===== src/rtl/decode_skid_stage.sv =====
// Multi-lane decode stage: classifies branch/jump lanes and registers bundles behind a
// 2-entry skid buffer with registered in_ready. Optional perf counters: DECODE_PERF_CNT_EN.
module decode_skid_stage #(
  parameter int ADDR_WIDTH = 32,
  parameter int LANES      = 2
) (
  input  logic                    clk,
  input  logic                    rst,
  input  logic                    flush,
  input  logic                    in_valid,
  output logic                    in_ready,
  input  logic [LANES-1:0]        in_mask,
  input  logic [ADDR_WIDTH-3:0]   in_addr,
  input  logic [32*LANES-1:0]     in_insn,
  output logic                    out_valid,
  input  logic                    out_ready,
  output logic [LANES-1:0]        out_mask,
  output logic [ADDR_WIDTH-3:0]   out_addr,
  output logic [32*LANES-1:0]     out_insn,
  output logic [LANES-1:0]        out_is_branch,
  output logic [LANES-1:0]        out_is_jump
`ifdef DECODE_PERF_CNT_EN
  ,
  output logic [31:0]             perf_insn_cnt,
  output logic [31:0]             perf_stall_cnt
`endif
);

  localparam logic [6:0] OP_BRANCH = 7'b1100011;
  localparam logic [6:0] OP_JAL    = 7'b1101111;
  localparam logic [6:0] OP_JALR   = 7'b1100111;

  typedef enum logic [1:0] {
    S_EMPTY,
    S_ONE,
    S_TWO
  } state_t;

  typedef struct packed {
    logic [LANES-1:0]      mask;
    logic [ADDR_WIDTH-3:0] addr;
    logic [32*LANES-1:0]   insn;
    logic [LANES-1:0]      is_branch;
    logic [LANES-1:0]      is_jump;
  } bundle_t;

  state_t  r_state;
  logic    r_in_ready;
  logic    r_out_valid;
  bundle_t r_out;
  bundle_t r_skd;

  bundle_t w_new;
  logic    w_in_xfer;
  logic    w_out_xfer;

  // NOTE: every variable assigned in always_comb gets a default first so no latch is inferred.
  always_comb begin
    w_new           = '0;
    w_new.mask      = in_mask;
    w_new.addr      = in_addr;
    w_new.insn      = in_insn;
    for (int k = 0; k < LANES; k++) begin
      w_new.is_branch[k] = in_mask[k] && (in_insn[32*k +: 7] == OP_BRANCH);
      w_new.is_jump[k]   = in_mask[k] && ((in_insn[32*k +: 7] == OP_JAL) ||
                                          (in_insn[32*k +: 7] == OP_JALR));
    end
  end

  assign w_in_xfer  = in_valid && r_in_ready;
  assign w_out_xfer = r_out_valid && out_ready;

  // NOTE: sequential state uses non-blocking assignments only, so every flop samples pre-edge values.
  // NOTE: the data registers are reset as well because the outputs must read zero after reset.
  always_ff @(posedge clk) begin
    if (!rst) begin
      r_state     <= S_EMPTY;
      r_in_ready  <= 1'b1;
      r_out_valid <= 1'b0;
      r_out       <= '0;
      r_skd       <= '0;
    end else if (flush) begin
      // Flush wins over both handshakes; data registers simply go stale.
      r_state     <= S_EMPTY;
      r_in_ready  <= 1'b1;
      r_out_valid <= 1'b0;
    end else begin
      unique case (r_state)
        S_EMPTY: begin
          if (w_in_xfer) begin
            r_out       <= w_new;
            r_out_valid <= 1'b1;
            r_state     <= S_ONE;
          end
        end
        S_ONE: begin
          if (w_in_xfer && w_out_xfer) begin
            r_out <= w_new;
          end else if (w_in_xfer) begin
            r_skd      <= w_new;
            r_in_ready <= 1'b0;
            r_state    <= S_TWO;
          end else if (w_out_xfer) begin
            r_out_valid <= 1'b0;
            r_state     <= S_EMPTY;
          end
        end
        S_TWO: begin
          if (w_out_xfer) begin
            r_out      <= r_skd;
            r_in_ready <= 1'b1;
            r_state    <= S_ONE;
          end
        end
        default: begin
          r_state     <= S_EMPTY;
          r_in_ready  <= 1'b1;
          r_out_valid <= 1'b0;
        end
      endcase
    end
  end

  assign in_ready      = r_in_ready;
  assign out_valid     = r_out_valid;
  assign out_mask      = r_out.mask;
  assign out_addr      = r_out.addr;
  assign out_insn      = r_out.insn;
  assign out_is_branch = r_out.is_branch;
  assign out_is_jump   = r_out.is_jump;

`ifdef DECODE_PERF_CNT_EN
  logic [31:0] r_insn_cnt;
  logic [31:0] r_stall_cnt;
  logic [31:0] w_lane_cnt;

  always_comb begin
    w_lane_cnt = '0;
    for (int k = 0; k < LANES; k++) begin
      w_lane_cnt = w_lane_cnt + 32'(r_out.mask[k]);
    end
  end

  // Counters ignore flush and wrap naturally at 2^32.
  always_ff @(posedge clk) begin
    if (!rst) begin
      r_insn_cnt  <= '0;
      r_stall_cnt <= '0;
    end else begin
      if (w_out_xfer) begin
        r_insn_cnt <= r_insn_cnt + w_lane_cnt;
      end
      if (r_out_valid && !out_ready) begin
        r_stall_cnt <= r_stall_cnt + 32'd1;
      end
    end
  end

  assign perf_insn_cnt  = r_insn_cnt;
  assign perf_stall_cnt = r_stall_cnt;
`endif

endmodule


===== config.mk =====
export PLATFORM = sky130hd
export DESIGN_NAME = decode_skid_stage
export DESIGN_NICKNAME = d
export VERILOG_FILES = /design/src/rtl/decode_skid_stage.sv
export SDC_FILE = /design/constraint.sdc
export NUM_CORES = 1
export LEC_CHECK = 0
export ABC_AREA = 1
export BUFFER_PORTS_ARGS = -buffer_cell sky130_fd_sc_hd__buf_4
export CAP_MARGIN = 20
export CORE_MARGIN = 8
export CORE_UTILIZATION = 58
export CTS_CLUSTER_SIZE = 28
export DETAILED_ROUTE_END_ITERATION = 10
export GPL_TIMING_DRIVEN = 0
export PLACE_DENSITY = 0.85
export SYNTH_ARGS = -nofsm -noshare
export SYNTH_HDL_FRONTEND = slang
export SYNTH_SLANG_ARGS = --single-unit

===== constraint.sdc =====
create_clock -name clk -period 2.3 [get_ports clk]
set_input_delay 0.115 -clock clk [delete_from_list [all_inputs] [get_ports clk]]
set_output_delay 0.115 -clock clk [all_outputs]
set_load 0.05 [all_outputs]

==> flow_summary.yaml <==
status:
  status: "complete, no violations"
pwr:
  power.total_mw: 8.78
  p_sw_mw: 2.49
  pwr-share-comb: 0.179
  power_frac_seq: 0.428
  clkPwrFrac: 0.393
  ir_drop_v: 0.000679
  p_leak_nw: 5.26
  power_density_nw_per_um2: 731
  p_sw_frac: 0.283
  intPower_mw: 6.30
timing:
  hold_viol: 0
  slew_viol_final: 0
  finalCritPeriodShare: 0.917
  fin_setup_tns_ns: 0
  relSlewSlack: 0.498
  tightest_slew_ns: 0.753
  max_freq_mhz: 474
  fin_worst_skew_ns: 0.0124
  period_minus_slack_ns: 2.11
  setup_violations: 0
  rsz0062_at_grt: "false"
clock_network:
  clkLatencyLatePin_ns: 0.51
  root_buffer: "clkbuf_16"
  cts_resized: 0
  clk_path_buf_depth: 3
  cts_buffers: 21
  cts.sinks: 204
  cts_hold_buf: 99
  cts_max_level: 1
  post_cts_buffers: 0
  cts_tree: "built"
  clkTransAtPathRegs_ns: 0.06
global_route:
  grt_pass1_wl_um: 46000
  grt.met3_usage: 0.0576
  grt-busiest-layer: "met2"
  grt_usage: 0.297
  grt_max_degree: 15
  antenna_found_initial: 2
  grt_pass1_vias: 9603
  gr-total-overflow: 0
  grt_use_met2: 0.524
  gr-usage-met1: 0.341
place:
  dp_cells: 1604
  io_buffers: 202
  hpwlAfterDp_um: 18500
  place_congestion: 0.848
detailed_routing:
  vias: 9646
  drc_errors: 0
  first_pass_iters: 6
  wl_um: 29100
  first_iter_violations: 741
  vias_per_cell: 5.54
  wl_per_cell_um: 16.7
  ant_nets: 0
floorplan:
  dieArea_um2: 19000
  die_w_um: 138
  core_um2: 14500
  initial_core_util: 0.593
  die_h_um: 138
  ios: 203
  row_count: 44
setup_path:
  cp_slowest_stage_delay_ns: 0.55
  required_ns: 2.69
  start_kind: "flop"
  worst-path-max-fanout: 10
  slowest_stage: "dlygate4sd3_1"
  crit_type: "reg -> reg"
  cp_num_buf_inv: 3
  arrival_ns: 2.50
  cp_top_family: "buffers and inverters"
  cp_cell_sequence: "inv_1 > nand2_2 > buf_2 > nor2_1 > a21oi_1 > nand3_1 > nand2_1 > nand2_1 > dlygate4sd3_1"
  crit_top_cell: "nand2_1"
  endpoint_kind: "flop"
logic_synthesis:
  netlist_area_um2: 8590
  synth_fp_nets: 1319
  synthCells: 1218
  yosysSeqAreaShare: 0.476
  synth.avg_cell_area_um2: 7.05
  yosysWarnings: 0
  synth_top_family_by_area: "simple AND/OR/NAND/NOR gates"
  synth_simple_gate_area_frac: 0.253
  muxShareOfSynthArea: 0
  synth_compound_area_frac: 0.179
  synth_xor_area_frac: 0
  synth-adder-area-share: 0
  ys_types: 19
  ys_ff_latch: 204
layout:
  final_cell_mix: "nand2_1, buf_4, dfxtp_1"
  finalNonFillerCells: 1741
  finish.utilization: 0.830
  fin_nets: 1643
  area_growth_pct: 40.0
  drive_gt1_frac: 0.197
  mostFrequentLayoutCell: "nand2_1"
  fillers: 925
worst_hold_path:
  hold_path_class: "in -> reg"
flow_run:
  drv_cap: 0
## layout make-up
| class | count | area [µm²] | share of cell area |
|---|---|---|---|
| Multi-Input combinational cell | 847 | 3710 | 0.309 |
| Inverter | 73 | 274 | 0.0228 |
| Timing Repair Buffer | 301 | 2510 | 0.209 |
| Clock buffer | 27 | 588 | 0.0489 |
| Buffer | 94 | 517 | 0.0430 |
| Tap cell | 184 | 230 | 0.0192 |
| Antenna cell | 2 | 5.00 | 0.000416 |
| Clock inverter | 9 | 101 | 0.00843 |
| Sequential cell | 204 | 4080 | 0.340 |
## metrics by stage
step | setup WS [ns] | hold slack, ns | instance area, µm²
floorplan | 0.484 | 0.278 | 8590
global placement | 0.566 | 0.375 | 10300
detailed placement | 0.473 | 0.386 | 10300
CTS | 0.247 | 0.0446 | 12000
global route | 0.129 | 0.108 | 12000
finish | 0.191 | 0.0704 | 12000
## per-layer routing
metal	wire [µm]	vias up
met5	8	-
met3	2700	93
li1	-	4608
met4	1090	2
met2	14300	538
met1	11000	4405
## power by group through the flow
stage               clock network [mW]  logic (mW)  registers [mW]
floorplan                            0       0.525            4.19
global placement                     0        1.37            3.83
detailed placement                   0        1.39            3.83
CTS                               3.45        1.54            3.76
global route                      3.59        1.68            3.78
finish                            3.45        1.57            3.76
## worst register-to-register path: cells and delay by family, from the launching register on
family          cells  cell delay [ns]
compound gates      1             0.23
buf+inv             3             0.94
flops               1             0.36
simple gates        5             0.48
## Yosys cell counts
| library cell | n | area share |
|---|---|---|
| nand3_1 | 102 | 0.059 |
| nor2_2 | 1 | 0.00073 |
| clkbuf_1 | 31 | 0.014 |
| clkinv_1 | 2 | 0.00087 |
| dfxtp_1 | 204 | 0.48 |
| o21ai_0 | 152 | 0.089 |
| buf_6 | 8 | 0.010 |
| nand4_1 | 2 | 0.0015 |
| a21oi_1 | 154 | 0.090 |
| nand2_1 | 316 | 0.14 |
| nand2_2 | 2 | 0.0015 |
| inv_2 | 3 | 0.0013 |
| inv_1 | 68 | 0.030 |
| nand3_2 | 1 | 0.0012 |
| nor2_1 | 115 | 0.050 |
| buf_2 | 41 | 0.024 |
| nor3_1 | 1 | 0.00058 |
| a31oi_1 | 1 | 0.00073 |
| buf_4 | 14 | 0.012 |
## worst paths after layout
path                           start                       to  slack, ns  cells after the start
max          r_state[0]$_SDFFE_PP0P_    in_ready$_SDFFE_PP1P_       0.19                      9
min                        out_ready  r_state[1]$_SDFFE_PP0P_       0.07                      4
max reg2reg  r_state[0]$_SDFFE_PP0P_    in_ready$_SDFFE_PP1P_       0.19                      9
min reg2reg   r_skd[24]$_SDFFE_PN0P_   r_skd[24]$_SDFFE_PN0P_       0.45                      2
## state kept, by name (all words and copies together), names as in the netlist
register / cells
in_ready: 1
out_is_branch: 2
out_mask: 2
out_addr: 30
out_is_jump: 2
out_insn: 64
r_skd: 100
r_state: 2
out_valid: 1
## cells by family after synthesis
family,after synthesis
DFF,204
and+or+nand+nor,540
buffers and inverters,167
AOI/OAI and AO/OA,307
Note: power is estimated with default switching activity, not from simulation.
